`src/rtl/conv_pkg.sv`:
```
// Shared constants and FSM state type for the window generator and the conv stage.
package conv_pkg;
    localparam int K  = 5;
    localparam int DW = 8;

    typedef enum logic [1:0] {
        ACCEPT = 2'd0,
        ISSUE  = 2'd1,
        WAIT   = 2'd2
    } state_t;

    typedef logic [K-1:0][K-1:0][DW-1:0] window_t;
endpackage

```
`src/rtl/line_buffer.sv`:
```
// One image row of storage: circular buffer, read-before-write at a self-advancing pointer.
module line_buffer #(
    parameter int DEPTH = 32,
    parameter int DW    = 8
) (
    input  logic          clk,
    input  logic          rst,
    input  logic          we,
    input  logic [DW-1:0] wdata,
    output logic [DW-1:0] rdata
);
    localparam int AW = $clog2(DEPTH);

    logic [DW-1:0] mem [DEPTH];
    logic [AW-1:0] ptr_q, ptr_d;

    // Data read at ptr is the value written exactly DEPTH writes ago.
    assign rdata = mem[ptr_q];

    always_comb begin
        ptr_d = ptr_q;
        if (we) ptr_d = (ptr_q == AW'(DEPTH-1)) ? '0 : ptr_q + AW'(1);
    end

    always_ff @(posedge clk or posedge rst) begin
        if (rst) ptr_q <= '0;
        else     ptr_q <= ptr_d;
    end

    always_ff @(posedge clk) begin
        if (we) mem[ptr_q] <= wdata;
    end
endmodule

```
`src/rtl/conv_window_gen.sv`:
```
// Streams raster pixels into four line buffers and hands 5x5 windows to a conv stage
// with a start/done handshake, stalling input while the conv stage is busy.
module conv_window_gen
    import conv_pkg::*;
#(
    parameter int IMG_W = 32,
    parameter int IMG_H = 32
) (
    input  logic                         clk,
    input  logic                         rst,
    input  logic [DW-1:0]                pix_in,
    input  logic                         pix_valid,
    output logic                         pix_ready,
    output logic [K-1:0][K-1:0][DW-1:0]  window,
    output logic                         conv_start,
    input  logic                         conv_done,
    output logic [15:0]                  win_row,
    output logic [15:0]                  win_col,
    output logic                         frame_done
);
    state_t          state_q, state_d;
    logic [15:0]     r_q, r_d, c_q, c_d;
    logic [15:0]     win_row_q, win_row_d, win_col_q, win_col_d;
    logic            last_q, last_d;
    logic            frame_done_q, frame_done_d;
    logic            en_q;
    window_t         win_q, win_d;
    logic [3:0][DW-1:0] lb_rd, lb_wd;
    logic            accept;

    // en_q keeps ready low while reset is held and releases it on the first edge after.
    assign pix_ready  = (state_q == ACCEPT) && en_q;
    assign accept     = pix_valid && pix_ready;
    assign conv_start = (state_q == ISSUE);
    assign window     = win_q;
    assign win_row    = win_row_q;
    assign win_col    = win_col_q;
    assign frame_done = frame_done_q;

    // Buffer g holds row r-1-g; each row cascades down one buffer per line.
    always_comb begin
        lb_wd[0] = pix_in;
        for (int g = 1; g < 4; g++) lb_wd[g] = lb_rd[g-1];
    end

    for (genvar g = 0; g < 4; g++) begin : g_lb
        line_buffer #(.DEPTH(IMG_W), .DW(DW)) u_lb (
            .clk   (clk),
            .rst   (rst),
            .we    (accept),
            .wdata (lb_wd[g]),
            .rdata (lb_rd[g])
        );
    end

    always_comb begin
        state_d      = state_q;
        r_d          = r_q;
        c_d          = c_q;
        win_d        = win_q;
        win_row_d    = win_row_q;
        win_col_d    = win_col_q;
        last_d       = last_q;
        frame_done_d = 1'b0;
        case (state_q)
            ACCEPT: begin
                if (accept) begin
                    for (int i = 0; i < K; i++)
                        for (int j = 0; j < K-1; j++)
                            win_d[i][j] = win_q[i][j+1];
                    for (int i = 0; i < K-1; i++) win_d[i][K-1] = lb_rd[3-i];
                    win_d[K-1][K-1] = pix_in;
                    if (c_q == 16'(IMG_W-1)) begin
                        c_d = '0;
                        r_d = (r_q == 16'(IMG_H-1)) ? '0 : r_q + 16'd1;
                    end else begin
                        c_d = c_q + 16'd1;
                    end
                    // Requiring c >= 4 keeps every window inside a single row span.
                    if (r_q >= 16'd4 && c_q >= 16'd4) begin
                        state_d   = ISSUE;
                        win_row_d = r_q - 16'd4;
                        win_col_d = c_q - 16'd4;
                        last_d    = (r_q == 16'(IMG_H-1)) && (c_q == 16'(IMG_W-1));
                    end
                end
            end
            ISSUE: state_d = WAIT;
            WAIT: begin
                if (conv_done) begin
                    state_d      = ACCEPT;
                    frame_done_d = last_q;
                    last_d       = 1'b0;
                end
            end
            default: state_d = ACCEPT;
        endcase
    end

    always_ff @(posedge clk or posedge rst) begin
        if (rst) begin
            state_q      <= ACCEPT;
            r_q          <= '0;
            c_q          <= '0;
            win_q        <= '0;
            win_row_q    <= '0;
            win_col_q    <= '0;
            last_q       <= 1'b0;
            frame_done_q <= 1'b0;
            en_q         <= 1'b0;
        end else begin
            state_q      <= state_d;
            r_q          <= r_d;
            c_q          <= c_d;
            win_q        <= win_d;
            win_row_q    <= win_row_d;
            win_col_q    <= win_col_d;
            last_q       <= last_d;
            frame_done_q <= frame_done_d;
            en_q         <= 1'b1;
        end
    end
endmodule

```
`config.mk`:
```
export PLATFORM = sky130hd
export DESIGN_NAME = conv_window_gen
export DESIGN_NICKNAME = d
export VERILOG_FILES = /design/src/rtl/conv_pkg.sv /design/src/rtl/line_buffer.sv /design/src/rtl/conv_window_gen.sv
export SDC_FILE = /design/constraint.sdc
export NUM_CORES = 2
export LEC_CHECK = 0
export CAP_MARGIN = 20
export CORE_MARGIN = 2
export CORE_UTILIZATION = 62
export CTS_BUF_LIST = sky130_fd_sc_hd__clkbuf_2 sky130_fd_sc_hd__clkbuf_4 sky130_fd_sc_hd__clkbuf_8
export DETAILED_ROUTE_END_ITERATION = 6
export GPL_TIMING_DRIVEN = 0
export PLACE_DENSITY_LB_ADDON = 0.12
export SETUP_SLACK_MARGIN = 0.1
export SYNTH_ARGS = -nofsm -noshare
export SYNTH_HDL_FRONTEND = slang
export SYNTH_SLANG_ARGS = --single-unit
```
`constraint.sdc`:
```
create_clock -name clk -period 13.8 [get_ports clk]
set_input_delay 2.76 -clock clk [delete_from_list [all_inputs] [get_ports clk]]
set_output_delay 2.76 -clock clk [all_outputs]
set_load 0.02 [all_outputs]
```
# --- After elaboration in Yosys (flattened, before gate mapping) ---
# Memories as Yosys holds them, arrays and structs flattened. A register that Yosys moved wholly into a read port is not among the register bits.
# Index checks and enable logic that the tools add are counted.
classes:
  add_sub_neg: 8
  n_lt_le_gt_ge: 2
  eq_ne: 11
  n_mux: 18
  reduce_logical: 11
ops:
  columns: ["cell", "count"]
  rows:
  - ["16-bit by 1-bit adder with 16-bit output (second input constant)", 2]
  - ["16-bit by 5-bit == test with 1-bit output (second input constant)", 2]
  - ["16-bit by 3-bit greater-or-equal comparator with 1-bit output (second input constant)", 2]
  - ["16-bit 2-to-1 mux", 2]
  - ["16-bit by 3-bit subtractor with 16-bit output (second input constant)", 2]
  - ["5-bit by 1-bit adder with 5-bit output (second input constant)", 4]
  - ["5-bit == test (second input constant)", 4]
  - ["5-bit 2-to-1 mux", 4]
  - ["3-bit AND reduction", 3]
  - ["1-bit 2-to-1 mux", 7]
  - ["2-bit 2-to-1 mux", 3]
  - ["2-bit case mux with 3 select lines", 1]
  - ["1-bit logical AND", 4]
  - ["2-bit != test (second input constant)", 2]
  - ["4-bit AND reduction", 1]
  - ["2-bit by 1-bit == test with 1-bit output (second input constant)", 1]
  - ["2-bit == test (second input constant)", 1]
  - ["2-bit zero test", 1]
  - ["2-bit by 1-bit != test with 1-bit output (second input constant)", 1]
  - ["1-bit case mux with 2 select lines", 1]
  - ["2-bit AND reduction", 1]
  - ["2-bit nonzero test", 1]
word_totals:
  reg_bits: 281
  ram_bits: 1024
  inputBits: 12
  out_inout_bits: 235
  n_memories: 4
mem_list:
  columns: ["memory", "depth", "width", "rd", "rd_ports_with_merged_regs", "wr", "line", "source"]
  rows:
  - ["g_lb[0].u_lb.mem", 32, 8, 1, 0, 1, "line_buffer.sv:14", "logic [DW-1:0] mem [DEPTH];"]
  - ["g_lb[1].u_lb.mem", 32, 8, 1, 0, 1, "line_buffer.sv:14", null]
  - ["g_lb[2].u_lb.mem", 32, 8, 1, 0, 1, "line_buffer.sv:14", null]
  - ["g_lb[3].u_lb.mem", 32, 8, 1, 1, 1, "line_buffer.sv:14", null]

# --- Longest topological paths before layout ---
depth:
  depth_word: 5
  ltp_mapped: 9

# --- Modules after synthesis ---
# A second synthesis with hierarchy kept.
unflattened:
  cells_unflattened: 3544
  hier_area_um2: 52560.4
by_module_without_submodules:
  columns: ["module", "n_inst", "cells_each", "area_per_inst_um2", "seq_area_each_um2"]
  rows:
  - ["line_buffer (g_lb[1].u_lb ...)", 3, 591, 10361.2, 7812.5]
  - ["conv_window_gen", 1, 1177, 11130.7, 6731.5]
  - ["line_buffer (g_lb[0].u_lb)", 1, 594, 10346.2, 7812.5]

# --- Worst setup path before layout ---
# Ideal clock, no wire load.
synth_path:
  path_type: "input to register"
  from: "in pix_valid"
  to: "mem g_lb[2].u_lb.mem[20][0] (enable)"
  setup_ps: 385
  arrival_ps: 4709
  required_ps: 13415
  setup_slack_ps: 8705
  path_stages: 5
  n_path_buf: 2
  cell_sequence: "nor4bb_1 clkbuf_1 buf_1 nand3_1 nor3b_1"
synth_via:
  elab_chain_cells: 3
synth_lines:
  columns: ["element", "line", "source"]
  rows:
  - ["start, declared", "conv_window_gen.sv:12", "input logic pix_valid,"]
  - ["1-bit logical AND", "conv_window_gen.sv:33", "assign accept = pix_valid && pix_ready;"]
  - ["1-bit 2-to-1 mux", "line_buffer.sv:31", "if (we) mem[ptr_q] <= wdata;"]
  - ["1-bit 2-to-1 mux (implied by the code)", "line_buffer.sv:31", null]
  - ["end, declared", "line_buffer.sv:14", null]
# No other way between the ends.

# --- Final worst setup path ---
layout_path:
  from: "in pix_valid"
  to: "mem g_lb[3].u_lb.mem[18][6] (enable)"
layout_via:
  elab_chain_cells: 3
layout_lines:
  columns: ["element", "line"]
  rows:
  - ["1-bit logical AND", "conv_window_gen.sv:33"]
  - ["1-bit 2-to-1 mux", "line_buffer.sv:31"]
  - ["1-bit 2-to-1 mux (implied by the code)", "line_buffer.sv:31"]
  - ["end, declared", "line_buffer.sv:14"]
# No other way between the ends.

==> results.tsv <==
metric	value	unit
cts.sinks	1313	
start_util	62.4	%
maxClockFrequency	145	MHz
cts_buffer_depth	3	
p_leak	22.8	nW
cts_setup_buffers	0	
final_util	73.2	%
synth_ff_type	edfxtp_1	
worstMarginPinSlew	1230	ps
drt_pass1_iterations	5	
drc_errors	0	
worst_setup_path_start_kind	input pin	
dp_hpwl	90.9	mm
critPathArrivalTime	7340	ps
fin_setup_tns	0	ps
final_common_cell	edfxtp_1	
drt-initial-drc-count	3372	
synth_area	52100	sq um
synth_edf_count	1024	
antenna_found_initial	4	
ys_ff_latch	1313	
max_slew_margin	18.0	%
post_drt_wl_per_cell	25.1	um
die_y	294	um
wl	131	mm
grt-ovfl-total	0	
avgViaCountPerCell	6.10	
hold_class	reg -> reg	
power.density	228	nW/um^2
die_area	86300	sq um
core_area	83400	sq um
period_minus_slack	6880	ps
seqCellArea	38000	sq um
clkLatencyLatePin	880	ps
placed_area	56600	sq um
syn_avg_cell_area	15.1	sq um
r2r-start	state_q[1]	
grt_max_degree	130	
peakVddDrop	163	uV
cts_root_buf	clkbuf_8	
portBuffers	246	
areaGrowthSynthToFinish	17.3	%
holdPathStages	2	
antenna_left	0	
cts_buffers	198	
worst-setup-path-type	in -> reg	
worstPathMaxFanout	10	
finalHoldViolCount	0	
status	completed	
hold_buffers	0	
synth_fp_nets	3502	
num_vias	31800	
async_flop_share	22.0	%
grt_pass1_vias	31600	
r2r_slack	8840	ps
final_cell_mix	edfxtp_1, nand2_1, mux2i_1	
grt_pass1_wl	196	mm
synth-seq-area-share	72.9	%
ioPinCount	247	
grt_setup_unrepaired	no	
synth_warnings	0	
fillers	5184	
gp_congestion	0.937	
grt.total_usage	30.7	%
die_w	294	um
final_area	61100	sq um
multi_input_area	13200	sq um
synth_cells	3460	
post_cts_resized	0	
cts_tree	yes	
slew_viol_final	0	
synth_cell_types	60	
setup_ws	6920	ps
finalCritPeriodShare	49.8	%
drive_gt1_share	12.6	%
skew	43.0	ps
cap_violations	0	
clkTransAtPathRegs	60	ps
worst_hold_path.endpoint	window[7]	
r2r_end	g_lb[3].u_lb.mem[18][6]	
finalSetupViolCount	0	
min_from	window[7]	
reg2regPathDepth	5	
place_ws	6230	ps
required	14270	ps
nets	3998	
cts_max_level	4	
worstSetupEndpointType	flip-flop	
placement_rows	106	
worst max-delay path by stage:
stage                    from                       to  cells after the start
floorplan                 rst                   c_q[0]                      1
global placement          rst              window[138]                      2
detailed placement  pix_valid  g_lb[3].u_lb.mem[18][6]                      6
CTS                 pix_valid  g_lb[3].u_lb.mem[18][6]                      6
global route        pix_valid  g_lb[3].u_lb.mem[16][5]                      6
finish              pix_valid  g_lb[3].u_lb.mem[18][6]                      6
per-layer routing:
layer / wire length (um) / GRT usage (%) / vias to the layer above
li1: - / - / 14000
met1: 52700 / 43.0 / 15900
met2: 61800 / 48.3 / 1618
met3: 12500 / 7.08 / 283
met4: 3920 / 10.1 / 2
met5: 53 / 0 / -
worst max-delay path, cell delays in order:
cell	delay [ps]
clkdlybuf4s50_1	490
nor4bb_1	890
clkbuf_1	720
buf_1	900
nand2_1	660
nor2_1	900
per-stage QoR:
step / hold WS (ps) / total power, mW / std cells
global route: 499 / 14.4 / 5210
finish: 474 / 13.9 / 5213
global placement: 461 / 10.1 / 4786
detailed placement: 461 / 10.5 / 4823
CTS: 476 / 13.8 / 5196
floorplan: 478 / 8.19 / 3460
layout make-up:
class,instances,area share (%)
clock buffers,289,5.86
multi-input cells,1923,21.7
clock inverters,84,1.02
plain buffers,195,1.25
well taps,1080,2.21
repair buffers,296,5.61
flip-flops and latches,1313,62.2
diodes,4,0.0164
inverters,29,0.191
state kept, by name, summed over array words and instances (netlist names):
register,cells
en_q,1
win_col,16
window,200
g_lb.u_lb.mem,1024
win_row,16
r_q,16
state_q,2
frame_done,1
last_q,1
g_lb.u_lb.ptr_q,20
c_q,16
power breakdown:
group	switching, mW	total (mW)	internal, mW
Sequential	0.365	5.84	5.47
Clock	1.47	3.31	1.83
Combinational	3.00	4.75	1.76
cells by family (layout without fill, tap and decap cells):
kind of cell | after synthesis | after routing | share of synthesized area [%]
flops | 1313 | 1313 | 72.9
simple gates | 1017 | 1017 | 8.99
mux | 529 | 529 | 11.3
compound gates | 303 | 303 | 3.68
buf+inv | 224 | 893 | 1.68
xor+xnor | 43 | 43 | 0.723
fa+ha+maj | 30 | 30 | 0.721
other cells | 1 | 5 | 0.00720
cells in the mapped netlist, types with 39 or more instances:
cell	count	share of area (%)
nor4_1	55	0.66
nand2_1	611	4.4
o21ai_0	39	0.37
buf_1	42	0.30
nor2_1	131	0.94
mux4_2	40	1.7
o22ai_1	207	2.5
edfxtp_1	1024	59
clkbuf_1	138	0.99
mux2_2	57	1.2
mux2i_1	430	8.3
dfrtp_1	289	14
(Power assumes the default switching activity.)
